`config.mk`:
```
export PLATFORM = sky130hd
export DESIGN_NAME = gray_to_bin_seq
export DESIGN_NICKNAME = d
export VERILOG_FILES = /design/src/rtl/g2b_pkg.sv /design/src/rtl/g2b_xor_stage.sv /design/src/rtl/gray_to_bin_seq.sv
export SDC_FILE = /design/constraint.sdc
export NUM_CORES = 1
export LEC_CHECK = 0
export BUFFER_PORTS_ARGS = -buffer_cell sky130_fd_sc_hd__buf_2
export CORE_AREA = 2 2 51 53
export CTS_CLUSTER_DIAMETER = 120
export DETAILED_ROUTE_END_ITERATION = 10
export DIE_AREA = 0 0 53 55
export GPL_ROUTABILITY_DRIVEN = 1
export SLEW_MARGIN = 20
export SYNTH_ARGS = -nofsm -noshare
export SYNTH_HDL_FRONTEND = slang
export SYNTH_HIERARCHICAL = 1
export SYNTH_SLANG_ARGS = --single-unit
export TNS_END_PERCENT = 5
```
`constraint.sdc`:
```
create_clock -name clk -period 1.37 [get_ports clk]
set_input_delay 0.137 -clock clk [delete_from_list [all_inputs] [get_ports clk]]
set_output_delay 0.137 -clock clk [all_outputs]
set_load 0.01 [all_outputs]
```
`src/rtl/g2b_pkg.sv`:
```
// Shared definitions for the bit-serial Gray-to-binary decoder: FSM encodings
// and a combinational reference decode used by the bench.
package g2b_pkg;

  localparam int G2B_MAX_W = 16;

  typedef enum logic [1:0] {
    G2B_IDLE = 2'd0,
    G2B_CONV = 2'd1,
    G2B_DONE = 2'd2
  } g2b_state_t;

  // Zero-extended narrower words decode correctly: leading zeros stay zero.
  function automatic logic [G2B_MAX_W-1:0] g2b_ref(input logic [G2B_MAX_W-1:0] gray);
    logic [G2B_MAX_W-1:0] b;
    b = '0;
    b[G2B_MAX_W-1] = gray[G2B_MAX_W-1];
    for (int i = G2B_MAX_W - 2; i >= 0; i--) begin
      b[i] = b[i+1] ^ gray[i];
    end
    return b;
  endfunction

endpackage

```
`src/rtl/g2b_xor_stage.sv`:
```
// One step of the Gray-to-binary chain: next binary bit from the bit above
// and the matching Gray bit.
module g2b_xor_stage
  import g2b_pkg::*;
(
  input  logic bin_hi,
  input  logic g_bit,
  output logic bin_bit
);

  assign bin_bit = bin_hi ^ g_bit;

endmodule

```
`src/rtl/gray_to_bin_seq.sv`:
```
// Bit-serial Gray-to-binary decoder, MSB first, valid/ready on both sides.
// Define G2B_DUAL_STEP_EN to resolve two bits per CONV cycle instead of one.
module gray_to_bin_seq
  import g2b_pkg::*;
#(
  parameter int WIDTH = 4
) (
  input  logic             clk,
  input  logic             rst,
  input  logic             in_valid,
  output logic             in_ready,
  input  logic [WIDTH-1:0] gray_in,
  output logic             out_valid,
  input  logic             out_ready,
  output logic [WIDTH-1:0] bin_out,
  output logic             busy
);

  localparam int IW = $clog2(WIDTH);

  g2b_state_t       state, state_nxt;
  logic [IW-1:0]    idx, idx_nxt;
  // The MSB of the Gray word is consumed at accept, so only the lower bits are kept.
  logic [WIDTH-2:0] g_reg, g_nxt;
  logic [WIDTH-1:0] bin_reg, bin_nxt;
  logic             hi_bit, g_bit0, res0;
`ifdef G2B_DUAL_STEP_EN
  logic             g_bit1, res1;
`endif

  // Operand select for the XOR chain at the current index.
  always_comb begin
    hi_bit = 1'b0;
    g_bit0 = 1'b0;
    for (int i = 0; i < WIDTH - 1; i++) begin
      if (int'(idx) == i) begin
        hi_bit = bin_reg[i+1];
        g_bit0 = g_reg[i];
      end
    end
  end

`ifdef G2B_DUAL_STEP_EN
  always_comb begin
    g_bit1 = 1'b0;
    for (int i = 0; i < WIDTH - 1; i++) begin
      if (int'(idx) == i + 1) g_bit1 = g_reg[i];
    end
  end
`endif

  g2b_xor_stage u_stage0 (
    .bin_hi (hi_bit),
    .g_bit  (g_bit0),
    .bin_bit(res0)
  );

`ifdef G2B_DUAL_STEP_EN
  g2b_xor_stage u_stage1 (
    .bin_hi (res0),
    .g_bit  (g_bit1),
    .bin_bit(res1)
  );
`endif

  always_comb begin
    state_nxt = state;
    idx_nxt   = idx;
    g_nxt     = g_reg;
    bin_nxt   = bin_reg;
    in_ready  = 1'b0;
    out_valid = 1'b0;
    busy      = 1'b0;
    unique case (state)
      G2B_IDLE: begin
        in_ready = ~rst;
        if (in_valid) begin
          g_nxt              = gray_in[WIDTH-2:0];
          bin_nxt[WIDTH-1]   = gray_in[WIDTH-1];
          idx_nxt            = IW'(WIDTH - 2);
          state_nxt          = G2B_CONV;
        end
      end
      G2B_CONV: begin
        busy = 1'b1;
        for (int i = 0; i < WIDTH - 1; i++) begin
          if (int'(idx) == i) bin_nxt[i] = res0;
`ifdef G2B_DUAL_STEP_EN
          if (int'(idx) == i + 1) bin_nxt[i] = res1;
`endif
        end
`ifdef G2B_DUAL_STEP_EN
        // Stop before idx would pass below zero; idx==0 resolves b[0] alone.
        if (idx <= IW'(1)) state_nxt = G2B_DONE;
        else               idx_nxt   = idx - IW'(2);
`else
        if (idx == '0) state_nxt = G2B_DONE;
        else           idx_nxt   = idx - IW'(1);
`endif
      end
      G2B_DONE: begin
        busy      = 1'b1;
        out_valid = 1'b1;
        // A waiting input word is taken in the following IDLE cycle, not here.
        if (out_ready) state_nxt = G2B_IDLE;
      end
      default: state_nxt = G2B_IDLE;
    endcase
  end

  always_ff @(posedge clk) begin
    if (rst) begin
      state   <= G2B_IDLE;
      idx     <= '0;
      g_reg   <= '0;
      bin_reg <= '0;
    end else begin
      state   <= state_nxt;
      idx     <= idx_nxt;
      g_reg   <= g_nxt;
      bin_reg <= bin_nxt;
    end
  end

  assign bin_out = bin_reg;

endmodule

```
[After elaboration in Yosys (flattened, before gate mapping)]
Cells that the tools add are included.
Cells by class
  $add $sub $neg: 1
  multiply operators: 0
  divide/modulo/power cells: 0
  magnitude comparators: 0
  equal/unequal tests: 8
  shift operators: 0
  muxes and demuxes: 16
  bitwise logic cells: 2
  reductions and logical operators: 11
Operators with widths (number)
  two-way mux 2 bit: 5
  two-way mux 1 bit: 9
  != test 2 bit, second input constant: 4
  AND reduction 2 bit: 4
  == test 2 bit, second input constant: 3
  zero test 2 bit: 3
  case mux 2 bit (3 select lines): 1
  AND reduction 3 bit: 2
  case mux 2 bit (2 select lines): 1
  == test 2 x 1 -> 1 bit, second input constant: 1
  nonzero test 2 bit: 1
  OR reduction 2 bit: 1
  subtractor 2 x 1 -> 2 bit, second input constant: 1
  NOT 1 bit: 1
  XOR 1 bit: 1
Storage, ports and cells
  flip-flop bits (word level): 11
  bits in latches: 0
  RAM bits: 0
  memory bits (read-only): 0
  bits of input ports: 8
  output and inout bits: 7
  word-level logic and storage cells: 45
  memories: 0

[Depth between registers and ports, before layout]
  depth after elaboration: 5
  mapped depth: 8
  gate-level depth less buffers: 8

[Modules after synthesis]
The synthesis kept the hierarchy.
Modules (own cells, without submodules)
  gray_to_bin_seq: times used 1, cells an instance 77, area each 678.2 µm², sequential area each 220.2 µm²
  g2b_xor_stage: times used 1, cells an instance 1, area each 8.8 µm², sequential area each 0.0 µm²

[Worst setup path after synthesis]
OpenSTA, ideal clock, no wires.
  kind: register to register
  from: reg idx[1]
  to: reg bin_reg[0] (netlist: bin_out[0])
  setup time: 0.071 ns
  arrival: 1.430 ns
  data required time: 1.299 ns
  slack: -0.131 ns
  cell stages (with the launch flop): 9
  path buffers: 0
  clock period less this slack: 1.501 ns
  path through: dfxtp_1 inv_1 ha_1 and3b_1 a21oi_1 o21ai_0 xor2_1 nand3_1 a21oi_1
Between the ends
  word-level cells in the longest chain between the ends: 5
  elaborated cells between the ends (all ways): 11
  those cells by class: eq/ne: 2; mux: 6; bitwise: 1; reduce/logical: 2
RTL lines
  start, declared: line gray_to_bin_seq.sv:22  | logic [IW-1:0] idx, idx_nxt;
  start signal, assigned: line gray_to_bin_seq.sv:119  | idx <= idx_nxt;
  zero test 2 bit: line gray_to_bin_seq.sv:36  | if (int'(idx) == i) begin
  two-way mux 1 bit (2 in series): line gray_to_bin_seq.sv:36
  two-way mux 1 bit *: line gray_to_bin_seq.sv:36
  named net hi_bit: line gray_to_bin_seq.sv:26  | logic hi_bit, g_bit0, res0;
  XOR 1 bit *: line g2b_xor_stage.sv:11  | assign bin_bit = bin_hi ^ g_bit;
  named net res0: line gray_to_bin_seq.sv:26
  end signal, assigned: line gray_to_bin_seq.sv:121  | bin_reg <= bin_nxt;
  end, declared: line gray_to_bin_seq.sv:25  | logic [WIDTH-1:0] bin_reg, bin_nxt;
Mark *: on every way through the listed nets, which the timed path passes. The rest lies on a longest branch.
A chain may end at the register's enable or synchronous reset.

[Worst setup path in the final report]
  from: reg idx[1]
  to: reg bin_reg[2] (netlist: bin_out[2])
The elaborated chain is that of the path after synthesis.

==> flow_summary_export.csv <==
group,metric,value,unit
timing,slew_viol_final,0,
floorplanning,num_rows,18,
global_routing,grt-ovfl-total,0,
timing,finClkSkew,5.38,ps
global_routing,grt_pass1_wl,2590,µm
timing,setup_ws,-159,ps
yosys,syn_area_per_cell,8.81,µm²
yosys,synthMuxAreaShare,0.0656,
drt,dr_total_vias,620,
clock_network,cts-buffers-inserted,3,
yosys,synthSimpleGateAreaFrac,0.260,
yosys,synth_top_family_by_area,"simple AND/OR/NAND/NOR gates",
clock_network,clockBufferDepth,2,
pwr,power_leakage,0.440,nW
clock_network,clock_latency,280,ps
floorplanning,die_y,55,µm
global_routing,grt_pass1_vias,588,
pwr,p_total,1.67,mW
pwr,power_density,1680,nW/µm²
worst_setup_path,crit_path_max_fanout,3,
yosys,synth_area_leaders,"dfxtp_1 (32%), ha_1 (16%), a21oi_1 (7.3%), nand2_1 (6.6%), nand2b_1 (5.5%)",
clock_network,clock_sinks,11,
timing,fin_crit_sh,1.12,
outcome,violations,"negative setup slack",
global_routing,antenna_found_initial,0,
final_layout,syn_to_final_growth,45.2,%
final_layout,largest_reg_flops,4,
place,placed_cells,133,
pwr,p_int,1.03,mW
place,gp_congestion,0.705,
yosys,synth_xor_area_frac,0.0128,
drt,drc,0,
yosys,mappedNetlistArea,687,µm²
worst_setup_path,critPathKind,"reg -> reg",
floorplanning,io_pins,15,
yosys,seq_area_frac_synth,0.321,
clock_network,cts.reportedPaths.clkPinSlew,80,ps
timing,rsz0062_at_grt,"true",
drt,firstDrtPassIters,3,
place,io_buffers,14,
timing,worst_pin_slew,274,ps
drt,ant_nets,0,
global_routing,grt_usage,0.129,
pwr,ir_drop,0.921,mV
clock_network,cts_hold_buf,0,
pwr,switchingPower,0.648,mW
clock_network,cts_root_buffer,"clkbuf_4",
worst_setup_path,start_kind,"register",
pwr,swShare,0.387,
worst_setup_path,cp.arrival,1740,ps
drt,viasPerCell,4.53,
hold_path,hold_path.class,"in -> reg",
timing,setup_viol,4,
floorplanning,dieArea,2920,µm²
pwr,p_seq_frac,0.270,
outcome,status,"finished with violations",
timing,fmax,0.654,GHz
floorplanning,dieWidth,53,µm
final_layout,drive_gt1_frac,0.467,
place,hpwl,1130,µm
clock_network,cts_tree,"yes",
yosys,synthAdderAreaFrac,0.164,
worst_setup_path,crit_path_end_kind,"register",
final_layout,fin_nets,125,
final_layout,layoutNonFillerInstCount,137,
timing,slew_headroom,0.817,
yosys,synth_compound_area_frac,0.133,
flow_run,maxCapViolCount,0,
drt,first_iter_violations,6,
timing,post-route-min-period,1530,ps
drt,finalWirelength,1490,µm
worst_setup_path,crit_required,1580,ps
pwr,combinationalPowerShare,0.587,
yosys,synth_fp_nets,95,
clock_network,cts_htree_levels,1,
timing,hold_viol,0,
yosys,synth_top_area_frac,0.321,
yosys,synth.largest_area_cell,"dfxtp_1",
yosys,yosys_warnings,6,
drt,wl_per_cell,10.9,µm
pwr,p_clk_frac,0.143,
floorplanning,start_util,0.290,
yosys,ys_ff_latch,11,
yosys,synth_cell_types,21,
final_layout,fillers,246,
floorplanning,core_area,2360,µm²
global_routing,grt_start_max_net_pins,16,
yosys,synth_cells,78,
final_layout,antenna_cells,0,
-- final cells by class --
| class | count | area, µm² | area share |
|---|---|---|---|
| tap | 30 | 37.5 | 0.0376 |
| inverter | 4 | 20.0 | 0.0201 |
| sequential | 11 | 229 | 0.230 |
| multi-input combinational | 61 | 513 | 0.514 |
| clock buffer | 4 | 26.3 | 0.0263 |
| timing repair buffer | 27 | 171 | 0.172 |
-- kinds of logic (layout without fill, tap and decap cells) --
family / count (synthesis) / in the layout
adder cells (fa/ha/maj): 9 / 9
AO/OA/AOI/OAI: 14 / 14
buffers and inverters: 6 / 35
XOR/XNOR: 1 / 1
multiplexers: 4 / 4
AND/OR/NAND/NOR: 33 / 33
flip-flops: 11 / 11
-- repair_timing --
action / CTS / global route
buffers inserted: 0 / 0
pin swaps: 5 / 3
endpoints found under the setup margin: 8 / 8
resized for setup: 14 / 7
-- final timing paths --
path / startpoint / to / slack, ps / depth (start not counted)
max: idx[1] / bin_out[2] / -160 / 8
min: gray_in[3] / bin_out[3] / 110 / 3
max reg2reg: idx[1] / bin_out[2] / -160 / 8
min reg2reg: bin_out[0] / bin_out[0] / 460 / 2
-- critical path, stage by stage (launching register included) --
cell     delay, ps
dfxtp_2        350
inv_4           50
ha_4           150
and3b_1        190
a21oi_1         40
o21ai_1        150
xor2_1         250
nand3_1        140
a21oi_2        130
-- per-layer routing --
metal | up-vias | track usage | wire length (µm)
li1 | 321 | - | -
met1 | 280 | 0.130 | 642
met2 | 14 | 0.227 | 731
met3 | 5 | 0.0565 | 86
met4 | 0 | 0.0641 | 28
met5 | - | 0 | 0
-- per-stage QoR --
| step | instance area [µm²] | TNS [ps] | util | setup WS, ps | hold WS [ps] |
|---|---|---|---|---|---|
| after floorplan | 692 | -104 | - | -32.9 | 284 |
| after global placement | 882 | -240 | 0.373 | -92.7 | 392 |
| after detailed placement | 882 | -528 | 0.373 | -146 | 402 |
| after CTS | 972 | -446 | 0.411 | -150 | 105 |
| after global routing | 997 | -917 | 0.422 | -263 | 112 |
| final | 997 | -399 | 0.422 | -159 | 111 |
-- synth_stat cells --
| cell | count |
|---|---|
| buf_6 | 1 |
| inv_1 | 4 |
| and2b_4 | 1 |
| nand3_1 | 6 |
| mux2_4 | 1 |
| and3b_1 | 2 |
| a21oi_1 | 10 |
| ha_1 | 9 |
| buf_1 | 1 |
| nor3b_2 | 1 |
| a311oi_2 | 1 |
| o21ai_0 | 2 |
| nand2_1 | 12 |
| and2_1 | 1 |
| nor2b_1 | 2 |
| dfxtp_1 | 11 |
| o32ai_2 | 1 |
| nand2b_1 | 6 |
| nor2_1 | 2 |
| mux2i_1 | 3 |
| xor2_1 | 1 |
-- cell usage in the layout, fill, tap and decap left out, types with 2 or more instances in the layout --
cell type,count
dfxtp_1,8
ha_1,5
clkbuf_4,3
buf_4,12
nor2b_1,2
nor2_1,2
nand3_1,6
a21oi_1,8
nand2b_1,6
nand2_1,11
inv_4,2
buf_2,14
inv_2,2
dfxtp_4,2
and3b_1,2
mux2i_1,3
o21ai_1,2
ha_4,4
-- power by group through the flow --
stage | clock network, mW | logic (mW) | registers (mW)
2_1_floorplan | 0 | 0.536 | 0.440
5_1_grt | 0.265 | 1.10 | 0.461
3_5_place_dp | 0 | 0.830 | 0.440
6_report | 0.240 | 0.982 | 0.451
4_1_cts | 0.245 | 0.938 | 0.445
3_3_place_gp | 0 | 0.807 | 0.437
No activity file was read; power rests on OpenSTA's default activity.
